## src/rtl/uart_transmitter.sv

```systemverilog
// uart_transmitter: serialises one word per accepted request onto a UART line,
// paced by an external 1x baud tick. The frame is a start bit, DATA_BITS data bits
// sent LSB first, an optional parity bit and STOP_BITS stop bits.
// Build option: define UART_TX_PARITY_EN to add a parity bit after the data bits
// (even parity by default, odd when PARITY_ODD=1). Without the macro no parity
// state or parity logic is built.
// After the last stop bit a one-clock done pulse is issued. The FSM then waits for
// the request to be released, so a request that is held high cannot start a
// second frame.

module uart_transmitter #(
    parameter int unsigned DATA_BITS  = 8,
    parameter int unsigned STOP_BITS  = 1,
    parameter int unsigned PARITY_ODD = 0
) (
    input  logic                 clk210_p,
    input  logic                 reset_p,
    input  logic                 baud_1_x_p,
    input  logic [DATA_BITS-1:0] transmit_data_p,
    input  logic                 transmit_req_p,
    output logic                 transmit_done_p,
    output logic                 tx_p
);

    // The bit counter covers 0..DATA_BITS-1. The stop counter covers one or two stop bits.
    localparam int unsigned CNT_W = (DATA_BITS > 1) ? $clog2(DATA_BITS) : 1;
    localparam logic [CNT_W-1:0] LAST_DATA = CNT_W'(DATA_BITS - 1);
    localparam logic LAST_STOP = 1'(STOP_BITS - 1);

    // Reject parameter values that the frame format cannot represent.
    if (DATA_BITS < 5 || DATA_BITS > 8 || STOP_BITS < 1 || STOP_BITS > 2 || PARITY_ODD > 1) begin : g_bad_cfg
        $error("uart_transmitter: illegal parameter combination");
    end

    typedef enum logic [2:0] {
        S_IDLE   = 3'd0,
        S_ARMED  = 3'd1,
        S_START  = 3'd2,
        S_DATA   = 3'd3,
`ifdef UART_TX_PARITY_EN
        S_PARITY = 3'd7,
`endif
        S_STOP   = 3'd4,
        S_DONE   = 3'd5,
        S_REL    = 3'd6
    } state_t;

    state_t               state_q, state_n;
    logic [DATA_BITS-1:0] shift_q, shift_n;
    logic [CNT_W-1:0]     bit_cnt_q, bit_cnt_n;
    logic                 stop_cnt_q, stop_cnt_n;
    logic                 tx_q, tx_n;
    logic                 done_q, done_n;
`ifdef UART_TX_PARITY_EN
    logic                 parity_q, parity_n;
`endif

    // State and registered outputs. Reset forces the line idle immediately.
    always_ff @(posedge clk210_p or negedge reset_p) begin
        if (!reset_p) begin
            state_q    <= S_IDLE;
            shift_q    <= '0;
            bit_cnt_q  <= '0;
            stop_cnt_q <= 1'b0;
            tx_q       <= 1'b1;
            done_q     <= 1'b0;
`ifdef UART_TX_PARITY_EN
            parity_q   <= 1'b0;
`endif
        end else begin
            state_q    <= state_n;
            shift_q    <= shift_n;
            bit_cnt_q  <= bit_cnt_n;
            stop_cnt_q <= stop_cnt_n;
            tx_q       <= tx_n;
            done_q     <= done_n;
`ifdef UART_TX_PARITY_EN
            parity_q   <= parity_n;
`endif
        end
    end

    // Next-state and next-output logic. Each baud tick presents the next frame bit.
    always_comb begin
        state_n    = state_q;
        shift_n    = shift_q;
        bit_cnt_n  = bit_cnt_q;
        stop_cnt_n = stop_cnt_q;
        tx_n       = tx_q;
        done_n     = 1'b0;
`ifdef UART_TX_PARITY_EN
        parity_n   = parity_q;
`endif
        case (state_q)
            S_IDLE: begin
                tx_n = 1'b1;
                if (transmit_req_p) begin
                    shift_n    = transmit_data_p;
                    bit_cnt_n  = '0;
                    stop_cnt_n = 1'b0;
`ifdef UART_TX_PARITY_EN
                    // Parity is taken from the full word before shifting begins.
                    parity_n   = (PARITY_ODD != 0) ? ~^transmit_data_p : ^transmit_data_p;
`endif
                    state_n    = S_ARMED;
                end
            end
            S_ARMED: begin
                if (baud_1_x_p) begin
                    tx_n    = 1'b0;
                    state_n = S_START;
                end
            end
            S_START: begin
                if (baud_1_x_p) begin
                    tx_n      = shift_q[0];
                    shift_n   = shift_q >> 1;
                    bit_cnt_n = '0;
                    state_n   = S_DATA;
                end
            end
            S_DATA: begin
                if (baud_1_x_p) begin
                    if (bit_cnt_q == LAST_DATA) begin
`ifdef UART_TX_PARITY_EN
                        tx_n       = parity_q;
                        state_n    = S_PARITY;
`else
                        tx_n       = 1'b1;
                        stop_cnt_n = 1'b0;
                        state_n    = S_STOP;
`endif
                    end else begin
                        tx_n      = shift_q[0];
                        shift_n   = shift_q >> 1;
                        bit_cnt_n = bit_cnt_q + CNT_W'(1);
                    end
                end
            end
`ifdef UART_TX_PARITY_EN
            S_PARITY: begin
                if (baud_1_x_p) begin
                    tx_n       = 1'b1;
                    stop_cnt_n = 1'b0;
                    state_n    = S_STOP;
                end
            end
`endif
            S_STOP: begin
                tx_n = 1'b1;
                if (baud_1_x_p) begin
                    if (stop_cnt_q == LAST_STOP) begin
                        done_n  = 1'b1;
                        state_n = S_DONE;
                    end else begin
                        stop_cnt_n = stop_cnt_q + 1'b1;
                    end
                end
            end
            S_DONE: begin
                tx_n    = 1'b1;
                state_n = S_REL;
            end
            S_REL: begin
                tx_n = 1'b1;
                if (!transmit_req_p) begin
                    state_n = S_IDLE;
                end
            end
            default: begin
                tx_n    = 1'b1;
                state_n = S_IDLE;
            end
        endcase
    end

    assign tx_p            = tx_q;
    assign transmit_done_p = done_q;

endmodule

```

## config.mk

```make
export PLATFORM = sky130hd
export DESIGN_NAME = uart_transmitter
export DESIGN_NICKNAME = d
export VERILOG_FILES = /design/src/rtl/uart_transmitter.sv
export SDC_FILE = /design/constraint.sdc
export NUM_CORES = 1
export LEC_CHECK = 0
export CAP_MARGIN = 30
export CORE_MARGIN = 3
export CORE_UTILIZATION = 46
export DETAILED_ROUTE_END_ITERATION = 8
export PLACE_DENSITY = 0.73
export RECOVER_POWER = 25
export SLEW_MARGIN = 20
export SYNTH_ARGS = -nofsm -noshare
export SYNTH_HDL_FRONTEND = slang
export SYNTH_SLANG_ARGS = --single-unit
```

## constraint.sdc

```tcl
create_clock -name clk210_p -period 1.55 [get_ports clk210_p]
set_input_delay 0.31 -clock clk210_p [delete_from_list [all_inputs] [get_ports clk210_p]]
set_output_delay 0.31 -clock clk210_p [all_outputs]
set_load 0.05 [all_outputs]
```

==> impl_metrics.ini <==
[timing]
setup_viol = 0
min_period_over_period_pct = 94.2
drv_slew = 0
hold_violations = 0
clock.fmax_ghz = 0.685
fin_skew_ps = 11.5
slew_headroom_pct = 60.4
finalCriticalPeriod_ps = 1460
worst_pin_slew_ps = 594
rsz0062_at_grt = false
fin_hold_ws_ps = 326

[job]
maxCapViolations = 0

[pwr]
combPwrFrac_pct = 50.9
pwr-share-seq_pct = 35.9
switching_share_pct = 37.4
clkPwrFrac_pct = 13.2
intPower_mw = 1.32
p_sw_mw = 0.789
power_density_mw_per_mm2 = 1770
total_power_mw = 2.11
p_leak_nw = 0.513
ir_drop_mv = 1.01

[final_layout]
area_growth_pct = 34.6
final_util_pct = 67.7
stdcell_area_mm2 = 0.00119
nNetsFinal = 128
antenna_cells = 0
drive_above_1_share_pct = 26.5

[logic_synthesis]
postSynthCellCount = 85
yosys_warnings = 0
synth-seq-cells = 16
synth_nets = 99
synth-seq-area-share_pct = 45.3
syn_area_um2 = 887
syn_area_per_cell_um2 = 10.4
ys_types = 31

[die]
die_h_um = 49.9
rows = 15
pin_count = 14
coreArea_mm2 = 0.00176
die_x_um = 49.9
die-area_mm2 = 0.00249
start_util_pct = 50.3

[critical_path]
cp_max_fo = 7
crit_type = flip-flop to flip-flop
endpoint_kind = flip-flop
critPathMaxStageDelay_ps = 410
cp.arrival_ps = 1660
cp.required_ps = 1750
crit_chain = ha_1 -> ha_2 -> nand2_2 -> nand3b_2 -> buf_12 -> a22oi_1
cpMaxStageDelayCell = dfrtp_1
startpoint_type = flip-flop
reg2reg_depth = 6

[detailed_routing]
num_vias = 787
dr.first_iter.drc_count = 21
via_per_inst = 5.70
antenna_left = 0
wl_per_cell_um = 15.6
drtPass1Iterations = 4
routed_wl_um = 2160
drc = 0

[global_route]
grt.overflow.total = 0
grt_pass1_wl_um = 3620
grtUsageTotal_pct = 19.4
grt_max_degree = 12
antenna_found_initial = 0
grt_pass1_vias = 811

[cts]
path_clk_slew_ps = 100
cts_tree = built
numCtsBuffers = 3
cts_root_buf = clkbuf_4
hold_buffers = 0
clk_latency_ps = 290
htree_levels = 1
cts_buffer_depth = 2
cts_sinks = 16

[placement]
dp_hpwl_um = 1580
numPortBuffers = 13
gp_congestion = 0.761
place_area_mm2 = 0.00115

[min_path]
hold_path_class = input pin to async pin

[status]
outcome = complete, no violations
critical path, delay by kind of cell, from the launching register on:
kind,cells,cell delay [ps]
buf+inv,1,170
compound gates,1,170
fa+ha+maj,2,410
flops,1,410
simple gates,2,230
through the flow:
stage / cells / worst slack (ps) / TNS [ps]
floorplan: 85 / 119 / 0
global placement: 133 / -60.2 / -271
detailed placement: 133 / -76.9 / -543
CTS: 137 / 15.0 / 0
global route: 138 / 1.49 / 0
finish: 138 / 90.6 / 0
sequential cells by signal (all words and copies together) (netlist names):
name and flops:
bit_cnt_q 3, shift_q 8, state_q 3, transmit_done_p 1, tx_p 1
layout by cell type (no fill, tap or decap), types with 2 or more instances in the layout:
| cell type | n |
|---|---|
| buf_4 | 15 |
| inv_1 | 3 |
| clkdlybuf4s50_1 | 10 |
| a32o_1 | 2 |
| nand3_1 | 2 |
| a22oi_1 | 8 |
| clkbuf_4 | 3 |
| nor2b_1 | 9 |
| o21ai_0 | 2 |
| a2bb2oi_1 | 2 |
| nor2_1 | 9 |
| buf_12 | 2 |
| a211oi_1 | 7 |
| nand2_1 | 3 |
| dfrtp_1 | 15 |
metal layers:
layer	global-route usage, %	routed length (um)	vias up
met3	3.93	63	6
met4	5.53	42	0
met5	0	0	-
met1	24.4	926	392
li1	-	-	376
met2	33.3	1120	13
power groups by stage:
stage	Sequential (mW)	Clock (mW)	Combinational, mW
3_5_place_dp	0.759	0	1.04
4_1_cts	0.754	0.280	1.04
5_1_grt	0.776	0.299	1.19
3_3_place_gp	0.749	0	0.987
2_1_floorplan	0.741	0	0.669
6_report	0.759	0.279	1.07
final cells by class:
| cell class | instances | area, um2 |
|---|---|---|
| clock buffers | 4 | 36.3 |
| inverters | 3 | 11.3 |
| fillers | 162 | 571 |
| flip-flops and latches | 16 | 402 |
| well taps | 25 | 31.3 |
| multi-input cells | 61 | 447 |
| repair buffers | 29 | 267 |
path summary, 6_finish.rpt:
| check | slack, ps | start | end |
|---|---|---|---|
| worst max-delay path | 90 | bit_cnt_q[0]$_DFFE_PN0P_ | shift_q[3]$_DFFE_PN0P_ |
| worst min register to register | 550 | bit_cnt_q[1]$_DFFE_PN0P_ | bit_cnt_q[1]$_DFFE_PN0P_ |
| max in group asynchronous | 400 | reset_p | shift_q[1]$_DFFE_PN0P_ |
| worst max register to register | 90 | bit_cnt_q[0]$_DFFE_PN0P_ | shift_q[3]$_DFFE_PN0P_ |
| worst min-delay path | 330 | reset_p | state_q[2]$_DFFE_PN0P_ |
| min in group clk210_p | 550 | bit_cnt_q[1]$_DFFE_PN0P_ | bit_cnt_q[1]$_DFFE_PN0P_ |
synth_stat cells (all sizes together):
master | n | area, um2
mux2 | 1 | 11.3
o221ai | 1 | 8.76
o21ai | 2 | 10.0
nor4b | 1 | 23.8
dfstp | 1 | 26.3
a2bb2oi | 2 | 17.5
nand3b | 1 | 11.3
inv | 3 | 11.3
a22oi | 8 | 60.1
ha | 2 | 25.0
and2 | 1 | 6.26
a31o | 1 | 8.76
or3 | 1 | 6.26
nand3 | 2 | 10.0
nand2 | 4 | 15.0
nor3 | 1 | 5.00
buf | 5 | 32.5
a32o | 2 | 20.0
a21oi | 1 | 5.00
nor2b | 9 | 56.3
dfrtp | 15 | 375
a211oi | 7 | 52.6
a2111o | 1 | 11.3
o2bb2ai | 2 | 23.8
nor2 | 9 | 33.8
nand2b | 2 | 20.0
cell families after synthesis:
| kind of cell | share of synthesized area, % |
|---|---|
| fa+ha+maj | 2.82 |
| mux | 1.27 |
| simple gates | 21.2 |
| flops | 45.3 |
| compound gates | 24.5 |
| buf+inv | 4.94 |
what timing repair did:
| action | CTS | global route |
|---|---|---|
| buffers inserted | 0 | 1 |
| endpoints found under the setup margin | 0 | 12 |
| gates resized for setup | 0 | 2 |
No activity file was read; power rests on OpenSTA's default activity.
